## src/rtl/uart_tx_sb_ctrl.sv

```systemverilog
// Bus-programmable UART transmitter: start bit, 8 data bits LSB first, optional even parity, 1 or 2 stop bits.
// Define UART_TX_SB_FIFO_EN to replace the single holding register with a FIFO_DEPTH-entry TX FIFO.
module uart_tx_sb_ctrl #(
    parameter logic [15:0] DEFAULT_DIV = 16'd5208,
    parameter int          FIFO_DEPTH  = 4
) (
    input  logic        clk_i,
    input  logic        rst_ni,
    input  logic [31:0] addr_i,
    input  logic        req_i,
    input  logic [31:0] WD_i,
    input  logic        WE_i,
    output logic [31:0] RD_o,
    output logic        tx_o
);
    localparam logic [31:0] ADDR_DATA  = 32'h00;
    localparam logic [31:0] ADDR_BUSY  = 32'h08;
    localparam logic [31:0] ADDR_BAUD  = 32'h0C;
    localparam logic [31:0] ADDR_PAR   = 32'h10;
    localparam logic [31:0] ADDR_STOP  = 32'h14;
    localparam logic [31:0] ADDR_COUNT = 32'h1C;
    localparam logic [31:0] ADDR_RST   = 32'h24;

    typedef enum logic [2:0] {IDLE, START, DATA, PARITY, STOP} state_t;

    state_t      state_reg;
    logic [15:0] baud_reg;
    logic        parity_en_reg;
    logic        stopbit_reg;
    logic [15:0] timer_reg;
    logic [2:0]  bit_idx_reg;
    logic        stop_idx_reg;
    logic [7:0]  shift_reg;
    logic        tx_reg;
    logic [31:0] rd_reg;

    logic        wr_en;
    logic        rd_en;
    logic        wr_data;
    logic        wr_baud;
    logic        wr_par;
    logic        wr_stop;
    logic        soft_rst;
    logic [15:0] div_last;
    logic        bit_done;
    logic        frame_end;
    logic        src_valid;
    logic [7:0]  src_byte;
    logic        load;
    logic        busy_status;
    logic        cfg_ok;
    logic [31:0] count_status;
    logic [31:0] rd_mux;
    logic        unused_bits;

    assign wr_en    = req_i & WE_i;
    assign rd_en    = req_i & ~WE_i;
    assign wr_data  = wr_en && (addr_i == ADDR_DATA);
    assign wr_baud  = wr_en && (addr_i == ADDR_BAUD);
    assign wr_par   = wr_en && (addr_i == ADDR_PAR);
    assign wr_stop  = wr_en && (addr_i == ADDR_STOP);
    assign soft_rst = wr_en && (addr_i == ADDR_RST) && WD_i[0];

    // A programmed divisor of 0 behaves as 1 cycle per bit.
    assign div_last  = (baud_reg == 16'd0) ? 16'd0 : baud_reg - 16'd1;
    assign bit_done  = (timer_reg == div_last);
    assign frame_end = (state_reg == STOP) && bit_done && (stop_idx_reg == stopbit_reg);
    assign load      = src_valid && ((state_reg == IDLE) || frame_end);

`ifdef UART_TX_SB_FIFO_EN
    localparam int               PTR_W      = $clog2(FIFO_DEPTH);
    localparam logic [PTR_W:0]   FULL_COUNT = (PTR_W + 1)'(FIFO_DEPTH);

    logic [7:0]       fifo_mem [FIFO_DEPTH];
    logic [PTR_W-1:0] wr_ptr_reg;
    logic [PTR_W-1:0] rd_ptr_reg;
    logic [PTR_W:0]   count_reg;
    logic             push;

    assign push         = wr_data && (count_reg != FULL_COUNT);
    assign src_valid    = (count_reg != '0);
    assign src_byte     = fifo_mem[rd_ptr_reg];
    assign busy_status  = (count_reg == FULL_COUNT);
    assign cfg_ok       = (count_reg == '0) && (state_reg == IDLE);
    assign count_status = {{(31 - PTR_W){1'b0}}, count_reg};
    assign unused_bits  = ^WD_i[31:16];

    always_ff @(posedge clk_i) begin
        if (push) begin
            fifo_mem[wr_ptr_reg] <= WD_i[7:0];
        end
    end

    always_ff @(posedge clk_i or negedge rst_ni) begin
        if (!rst_ni) begin
            wr_ptr_reg <= '0;
            rd_ptr_reg <= '0;
            count_reg  <= '0;
        end else if (soft_rst) begin
            wr_ptr_reg <= '0;
            rd_ptr_reg <= '0;
            count_reg  <= '0;
        end else begin
            if (push) begin
                wr_ptr_reg <= wr_ptr_reg + PTR_W'(1);
            end
            if (load) begin
                rd_ptr_reg <= rd_ptr_reg + PTR_W'(1);
            end
            case ({push, load})
                2'b10:   count_reg <= count_reg + (PTR_W + 1)'(1);
                2'b01:   count_reg <= count_reg - (PTR_W + 1)'(1);
                default: count_reg <= count_reg;
            endcase
        end
    end
`else
    logic busy_reg;

    assign src_valid    = wr_data && !busy_reg;
    assign src_byte     = WD_i[7:0];
    assign busy_status  = busy_reg;
    assign cfg_ok       = !busy_reg;
    assign count_status = '0;
    assign unused_bits  = ^{WD_i[31:16], FIFO_DEPTH[0]};

    // busy_reg spans exactly the frame: set on the accepting edge, cleared on the last stop-bit edge.
    always_ff @(posedge clk_i or negedge rst_ni) begin
        if (!rst_ni) begin
            busy_reg <= 1'b0;
        end else if (soft_rst) begin
            busy_reg <= 1'b0;
        end else if (load) begin
            busy_reg <= 1'b1;
        end else if (frame_end) begin
            busy_reg <= 1'b0;
        end
    end
`endif

    always_comb begin
        rd_mux = '0;
        case (addr_i)
            ADDR_BUSY:  rd_mux = {31'd0, busy_status};
            ADDR_BAUD:  rd_mux = {16'd0, baud_reg};
            ADDR_PAR:   rd_mux = {31'd0, parity_en_reg};
            ADDR_STOP:  rd_mux = {31'd0, stopbit_reg};
            ADDR_COUNT: rd_mux = count_status;
            default:    rd_mux = '0;
        endcase
    end

    always_ff @(posedge clk_i or negedge rst_ni) begin
        if (!rst_ni) begin
            state_reg     <= IDLE;
            baud_reg      <= DEFAULT_DIV;
            parity_en_reg <= 1'b0;
            stopbit_reg   <= 1'b0;
            timer_reg     <= '0;
            bit_idx_reg   <= '0;
            stop_idx_reg  <= 1'b0;
            shift_reg     <= '0;
            tx_reg        <= 1'b1;
            rd_reg        <= '0;
        end else if (soft_rst) begin
            state_reg     <= IDLE;
            baud_reg      <= DEFAULT_DIV;
            parity_en_reg <= 1'b0;
            stopbit_reg   <= 1'b0;
            timer_reg     <= '0;
            bit_idx_reg   <= '0;
            stop_idx_reg  <= 1'b0;
            shift_reg     <= '0;
            tx_reg        <= 1'b1;
            rd_reg        <= '0;
        end else begin
            if (rd_en) begin
                rd_reg <= rd_mux;
            end
            if (cfg_ok) begin
                if (wr_baud) baud_reg      <= WD_i[15:0];
                if (wr_par)  parity_en_reg <= WD_i[0];
                if (wr_stop) stopbit_reg   <= WD_i[0];
            end

            if (state_reg == IDLE) begin
                timer_reg <= '0;
                tx_reg    <= 1'b1;
                if (load) begin
                    shift_reg <= src_byte;
                    tx_reg    <= 1'b0;
                    state_reg <= START;
                end
            end else if (!bit_done) begin
                timer_reg <= timer_reg + 16'd1;
            end else begin
                timer_reg <= '0;
                case (state_reg)
                    START: begin
                        state_reg <= DATA;
                        tx_reg    <= shift_reg[0];
                    end
                    DATA: begin
                        bit_idx_reg <= bit_idx_reg + 3'd1;
                        if (bit_idx_reg == 3'd7) begin
                            if (parity_en_reg) begin
                                state_reg <= PARITY;
                                tx_reg    <= ^shift_reg;
                            end else begin
                                state_reg    <= STOP;
                                tx_reg       <= 1'b1;
                                stop_idx_reg <= 1'b0;
                            end
                        end else begin
                            tx_reg <= shift_reg[bit_idx_reg + 3'd1];
                        end
                    end
                    PARITY: begin
                        state_reg    <= STOP;
                        tx_reg       <= 1'b1;
                        stop_idx_reg <= 1'b0;
                    end
                    STOP: begin
                        if (stop_idx_reg != stopbit_reg) begin
                            stop_idx_reg <= 1'b1;
                        end else if (load) begin
                            // Next queued byte starts immediately after the last stop bit.
                            stop_idx_reg <= 1'b0;
                            shift_reg    <= src_byte;
                            tx_reg       <= 1'b0;
                            state_reg    <= START;
                        end else begin
                            stop_idx_reg <= 1'b0;
                            tx_reg       <= 1'b1;
                            state_reg    <= IDLE;
                        end
                    end
                    default: begin
                        state_reg <= IDLE;
                        tx_reg    <= 1'b1;
                    end
                endcase
            end
        end
    end

    assign RD_o = rd_reg;
    assign tx_o = tx_reg;
endmodule

```

## config.mk

```make
export PLATFORM = sky130hd
export DESIGN_NAME = uart_tx_sb_ctrl
export DESIGN_NICKNAME = d
export VERILOG_FILES = /design/src/rtl/uart_tx_sb_ctrl.sv
export SDC_FILE = /design/constraint.sdc
export NUM_CORES = 1
export LEC_CHECK = 0
export BUFFER_PORTS_ARGS = -buffer_cell sky130_fd_sc_hd__clkbuf_2
export CORE_ASPECT_RATIO = 1.25
export CORE_UTILIZATION = 50
export DETAILED_ROUTE_END_ITERATION = 8
export HOLD_SLACK_MARGIN = 0.1
export PLACE_DENSITY = 0.73
export SETUP_SLACK_MARGIN = 0.3
export SYNTH_ARGS = -nofsm -noshare
export SYNTH_HDL_FRONTEND = slang
export SYNTH_SLANG_ARGS = --single-unit
```

## constraint.sdc

```tcl
create_clock -name clk_i -period 7.52 [get_ports clk_i]
set_input_delay 1.128 -clock clk_i [delete_from_list [all_inputs] [get_ports clk_i]]
set_output_delay 1.128 -clock clk_i [all_outputs]
set_load 0.02 [all_outputs]
```

# Yosys cells after proc, flatten, opt, wreduce, memory -nomap -nowiden
# Cells that the tools add are included.
# word_totals
ff_bits	83
inputBits	68
out_inout_bits	33
wordCells	128
# op_classes
addsub	3
magnitude_cmp	1
n_eq_ne	21
muxes	55
bitwise	3
reduce_logical	34
# op_table
operator	n
$mux 16	7
$eq 32x4->1 const B	2
$eq 32x5->1 const B	2
$mux 32	2
$pmux 16 s4	1
$mux 8	6
$mux 3	11
$eq 32x6->1 const B	1
$logic_not 32->1	1
$mux 1	24
$add 16x1->16 const B	1
$eq 16x16->1	1
$logic_not 16->1	1
$sub 16x1->16 const B	1
$ne 3x3->1 const B	4
$pmux 3 s4	1
$reduce_bool 2->1	6
$logic_and 1x1->1	10
$reduce_bool 3->1	3
$ne 4x4->1 const B	2
$reduce_and 2->1	4
$reduce_xor 8->1	1
$eq 3x2->1 const B	2
$eq 3x3->1 const B	2
other kinds (17)	21

# Depth between registers and ports, before layout
# depth
word_depth	13
mapped_depth	14

# Worst setup path before layout
# Ideal clock, no wire load.
# synth_path
path_type	reg2reg
startpoint	reg baud_reg[0]
endpoint	reg bit_idx_reg[1]
setup_time_ps	119
arrival_ps	3133
required_ps	7401
path_slack_ps	4268
path_stages_with_launch	14
period_less_slack_ps	3252
path_cell_list	dfrtp_1 > clkbuf_1 > inv_1 > ha_1 > or3b_4 > o31a_1 > or4_1 > mux2i_1 > o211ai_1 > or4_1 > buf_2 > buf_2 > o21a_1 > o21a_1
# synth_via
elab_chain_len	5
elab_cells_between_ends	6
# synth_lines
item	line_no	text
start, declared	27	logic [15:0] baud_reg;
start signal, assigned	181	if (wr_baud) baud_reg <= WD_i[15:0];
$sub 16x1->16 / $logic_not 16->1 (equally long branches)	65	assign div_last = (baud_reg == 16'd0) ? 16'd0 : baud_reg - 16'd1;
$mux 16 (*)	65	
$eq 16x16->1 (*)	66	assign bit_done = (timer_reg == div_last);
$reduce_bool 2->1 (no line) (*)	--	
$reduce_and 3->1 (no line) (*)	--	
end signal, assigned	204	bit_idx_reg <= bit_idx_reg + 3'd1;
end, declared	31	logic [2:0] bit_idx_reg;
# Mark *: on every way between the ends. The rest lies on a longest branch, timed or not.
# A chain may end at the register's enable or synchronous reset.

# Worst setup path in the final report
# layout_path
startpoint	reg baud_reg[0]
endpoint	reg shift_reg[3]
# layout_via
elab_chain_len	13
elab_cells_between_ends	16
# layout_lines
item	line_no	text
$sub 16x1->16 / $logic_not 16->1 (equally long branches)	65	
$mux 16 (*)	65	
$eq 16x16->1 (*)	66	
$logic_and 1x1->1 (2 in a row)	67	assign frame_end = (state_reg == STOP) && bit_done && (stop_idx_reg == stopbit_reg);
$logic_or 1x1->1	68	assign load = src_valid && ((state_reg == IDLE) || frame_end);
$logic_and 1x1->1	68	
$mux 8 (6 in a row)	--	
end signal, assigned	190	shift_reg <= src_byte;
end signal, assigned	229	shift_reg <= src_byte;
end, declared	33	logic [7:0] shift_reg;
# Mark *: on every way between the ends. The rest lies on a longest branch, timed or not. The select of a mux whose other input is x is not followed.

==> flow_results.org <==
** Power and ir drop
- Summed over all cells, the static leakage comes to 2.15 nW.
- Of the total power, combinational logic draws 0.048.
- IR analysis of the VDD net gives a maximum drop of 0.113 mV.
- Switch Pwr :: 0.169 mW
- Proportion of power drawn by flip-flops and latches :: 0.495
- The internal power of the cells totals 0.559 mW.
- Sw Share :: 0.232
- PD cells :: 156 mW/mm2
- Of the total power, the clock network draws 0.458.
- Total power :: 0.728 mW

** Worst setup path
- WP data arrival :: 4.24 ns
- Number of cells on the worst reg-to-reg path :: 10
- Setup crit end kind :: register
- The worst setup path is of the reg -> reg kind.
- STA puts the critical path data required time at 7.74 ns.
- Startpoint kind of the worst setup timing path :: register
- Of all nets on the critical path, the largest fanout is 18.

** Final layout
- Share of layout cells above drive strength 1 :: 0.193
- The filler cells instantiated in the layout total 736.
- Layout overhead on the synthesized area :: 12.0%
- The final layout contains 592 nets.
- Number of diodes :: 0

** Synth
- In this run, synthesis inferred 0 flip-flops with an integrated enable.
- Sequential element share of the synthesized area :: 0.403
- Dominant synthesized flop cell :: dfrtp_1
- Count of distinct cell types in the synthesized netlist :: 62
- A synthesized cell averages 8.89 um2.
- For this run, the number of Yosys warnings is 0.
- The synthesized netlist occupies a cell area of 0.00418 mm2.
- Number of register bits inferred by synthesis :: 67
- Post-synthesis instance total :: 470
- Counting flops with an async set or reset pin after synthesis yields a share of 1.00.

** Clock tree
- Maximum level of the CTS H-tree :: 3
- Maximum count of clock buffers along a single path :: 2
- Clock tree sinks :: 67
- Counting the buffers created by CTS gives 9.
- In this run the post-CTS setup repair buffer count came out at 0.
- After clock tree synthesis, the clock-pin slew on the worst setup and hold paths is 0.08 ns.
- In this run the clock root is driven by a clkbuf_8.
- CTS-repair resized insts :: 0
- Hold bufs inserted after CTS :: 0
- For the worst-skew pair, the clock arrives at the later sink with an insertion delay of 0.36 ns.
- Clock tree from TritonCTS :: done

** Global routing
- The first global-routing pass estimated 16.7 mm of wire.
- The number of global-route vias before repair was 3599.
- Antenna violations before repair :: 0
- Global router's overall resource usage :: 0.239
- Pin count of the biggest net entering global routing :: 68
- Total grt overflow :: 0

** Routing
- In this run the remaining antenna-violating nets after routing total 0.
- Detailed Route Iter0 Violations :: 161
- For this run, design rule violations remaining after detail routing come to 0.
- Length of the first detailed-routing pass in iterations :: 5
- Dividing the detail-routed via count by the number of cells gives 5.88.
- Routed length per instance :: 16.1 um
- After detailed routing, the total wire length is 9.94 mm.
- Via count :: 3639

** Place
- HPWL after detailed placement :: 7.21 mm
- Input/output buffers :: 68
- The congestion estimate from routability-driven global placement came to 0.889.
- Prior to clock tree synthesis, the placed netlist has a worst setup slack of 3.64 ns.

** Hold path
- Hold Path Cell Cnt :: 2
- Hold/Removal Path Class :: reg -> reg

** Floorplanning
- After floorplanning, the core was divided into 36 placement rows.
- Effective utilization at floorplan :: 0.527
- Measured along the x axis, the die boundary spans 83.8 um.
- I/O pin total :: 101
- Placeable core region :: 0.00793 mm2
- Total die area :: 0.00873 mm2
- The floorplan step set the die height to 104 um.

** STA
- In the post-route analysis, the smallest setup slack over all paths is 3.50 ns.
- Post-layout min period :: 4.02 ns
- Measured against its own limit, the worst slew margin works out to 0.214.
- The total count of max-transition violations in the final report came to 0.
- The count of endpoints failing hold in the final timing report is 0.
- Maximum clock rate :: 249 MHz
- Worst-Margin Slew :: 1.18 ns
- Setup repair after global routing left no endpoint under its margin.
- Adding up every negative setup slack in the final design gives 0 ns.
- In the finished design, the share of the clock period the worst path needs comes to 0.535.
- Number of endpoints failing setup at the final stage :: 0
- The clock arrives with 0.0103 ns of skew.
- Post-route worst hold slack :: 0.499 ns

** Job
- Max Cap Violations :: 0

** Status
- Outcome :: completed
-- critical path, stage by stage (launching register included) --
cell     delay [ns]
dfrtp_1        0.49
inv_1          0.13
ha_1           0.14
nor4b_1        0.52
nand4_1        0.55
nor3_1         0.32
a221o_1        0.17
nand4_1        0.08
or4_1          0.80
o22a_1         0.48
mux2i_1        0.20
-- per-layer routing --
layer  track usage  vias up  part of all wire
li1              -     1750                 -
met1         0.283     1775              0.42
met2         0.418       95              0.52
met3        0.0389       19             0.037
met4         0.115        0             0.022
met5             0        -                 0
-- final cells by class --
class	count	area, um2	area share
clock buffer	10	128	0.0273
inverter	16	60.1	0.0128
sequential	67	1680	0.360
tap	95	119	0.0254
clock inverter	6	88.8	0.0190
timing repair buffer	70	355	0.0759
multi-input combinational	355	2250	0.480
-- synth_stat cells, drive strengths merged, types with 3 or more instances --
cell type  instances  area [um2]
mux2i             13         130
xor2              16         140
nor2              39         146
a21oi              7        35.0
buf               23         160
dfrtp             61        1530
nor2b              3        18.8
nor3b              3        22.5
nor4              18         125
xnor2             22         193
dfstp              6         158
and3               7        43.8
nand3             18        95.1
or4                5        41.3
nor3              16        80.1
o21ai             28         140
o2bb2ai            3        26.3
a211oi             4        30.0
inv               16        60.1
o21a               6        45.0
clkbuf            24        90.1
nand4              8        50.1
or3                7        43.8
nand2             55         206
a22o              15         131
and2               3        18.8
ha                 5        62.6
-- cells by family after synthesis --
family / Yosys count / share of synthesized area
AO/OA/AOI/OAI: 89 / 0.149
XOR/XNOR: 39 / 0.0850
adder cells (fa/ha/maj): 5 / 0.0150
buffers and inverters: 63 / 0.0742
flip-flops: 67 / 0.403
multiplexers: 15 / 0.0419
other: 1 / 0.000897
AND/OR/NAND/NOR: 191 / 0.231
-- final timing paths --
kind / end / slack (ns) / startpoint
max: shift_reg[3]$_DFFE_PN0P_ / 3.50 / baud_reg[0]$_DFFE_PN0P_
min: RD_o[0]$_DFFE_PN0P_ / 0.50 / RD_o[0]$_DFFE_PN0P_
max reg2reg: shift_reg[3]$_DFFE_PN0P_ / 3.50 / baud_reg[0]$_DFFE_PN0P_
min reg2reg: RD_o[0]$_DFFE_PN0P_ / 0.50 / RD_o[0]$_DFFE_PN0P_
max in group asynchronous: timer_reg[15]$_DFF_PN0_ / 6.02 / rst_ni
min in group asynchronous: RD_o[9]$_DFFE_PN0P_ / 0.94 / rst_ni
-- layout by cell type, fill, tap and decap left out, types with 4 or more instances in the layout --
cell type / n
ha_1: 5
xnor2_1: 22
nand3_1: 17
nand4_1: 8
nor2_1: 39
dfrtp_1: 61
clkbuf_2: 68
o21a_1: 6
o21ai_0: 28
nor3_1: 15
and3_1: 7
inv_1: 16
nor4_1: 16
a21oi_1: 7
nand2_1: 55
mux2i_1: 13
a22o_1: 15
dfstp_2: 6
xor2_1: 16
or3_1: 7
a211oi_1: 4
or4_1: 4
conb_1: 16
clkbuf_8: 9
-- stage by stage --
step / cell area [um2] / std cells / utilization
after floorplan: 4240 / 485 / -
after global placement: 4470 / 603 / 0.563
after detailed placement: 4470 / 603 / 0.563
after CTS: 4680 / 619 / 0.591
after global routing: 4680 / 619 / 0.591
final: 4680 / 619 / 0.591
-- power by group through the flow --
stage,clock [mW],combinational [mW],sequential (mW)
5_1_grt,0.354,0.0390,0.360
3_3_place_gp,0,0.0345,0.367
6_report,0.333,0.0349,0.360
3_5_place_dp,0,0.0352,0.367
2_1_floorplan,0,0.0180,0.367
4_1_cts,0.339,0.0355,0.360
(Power assumes the default switching activity.)
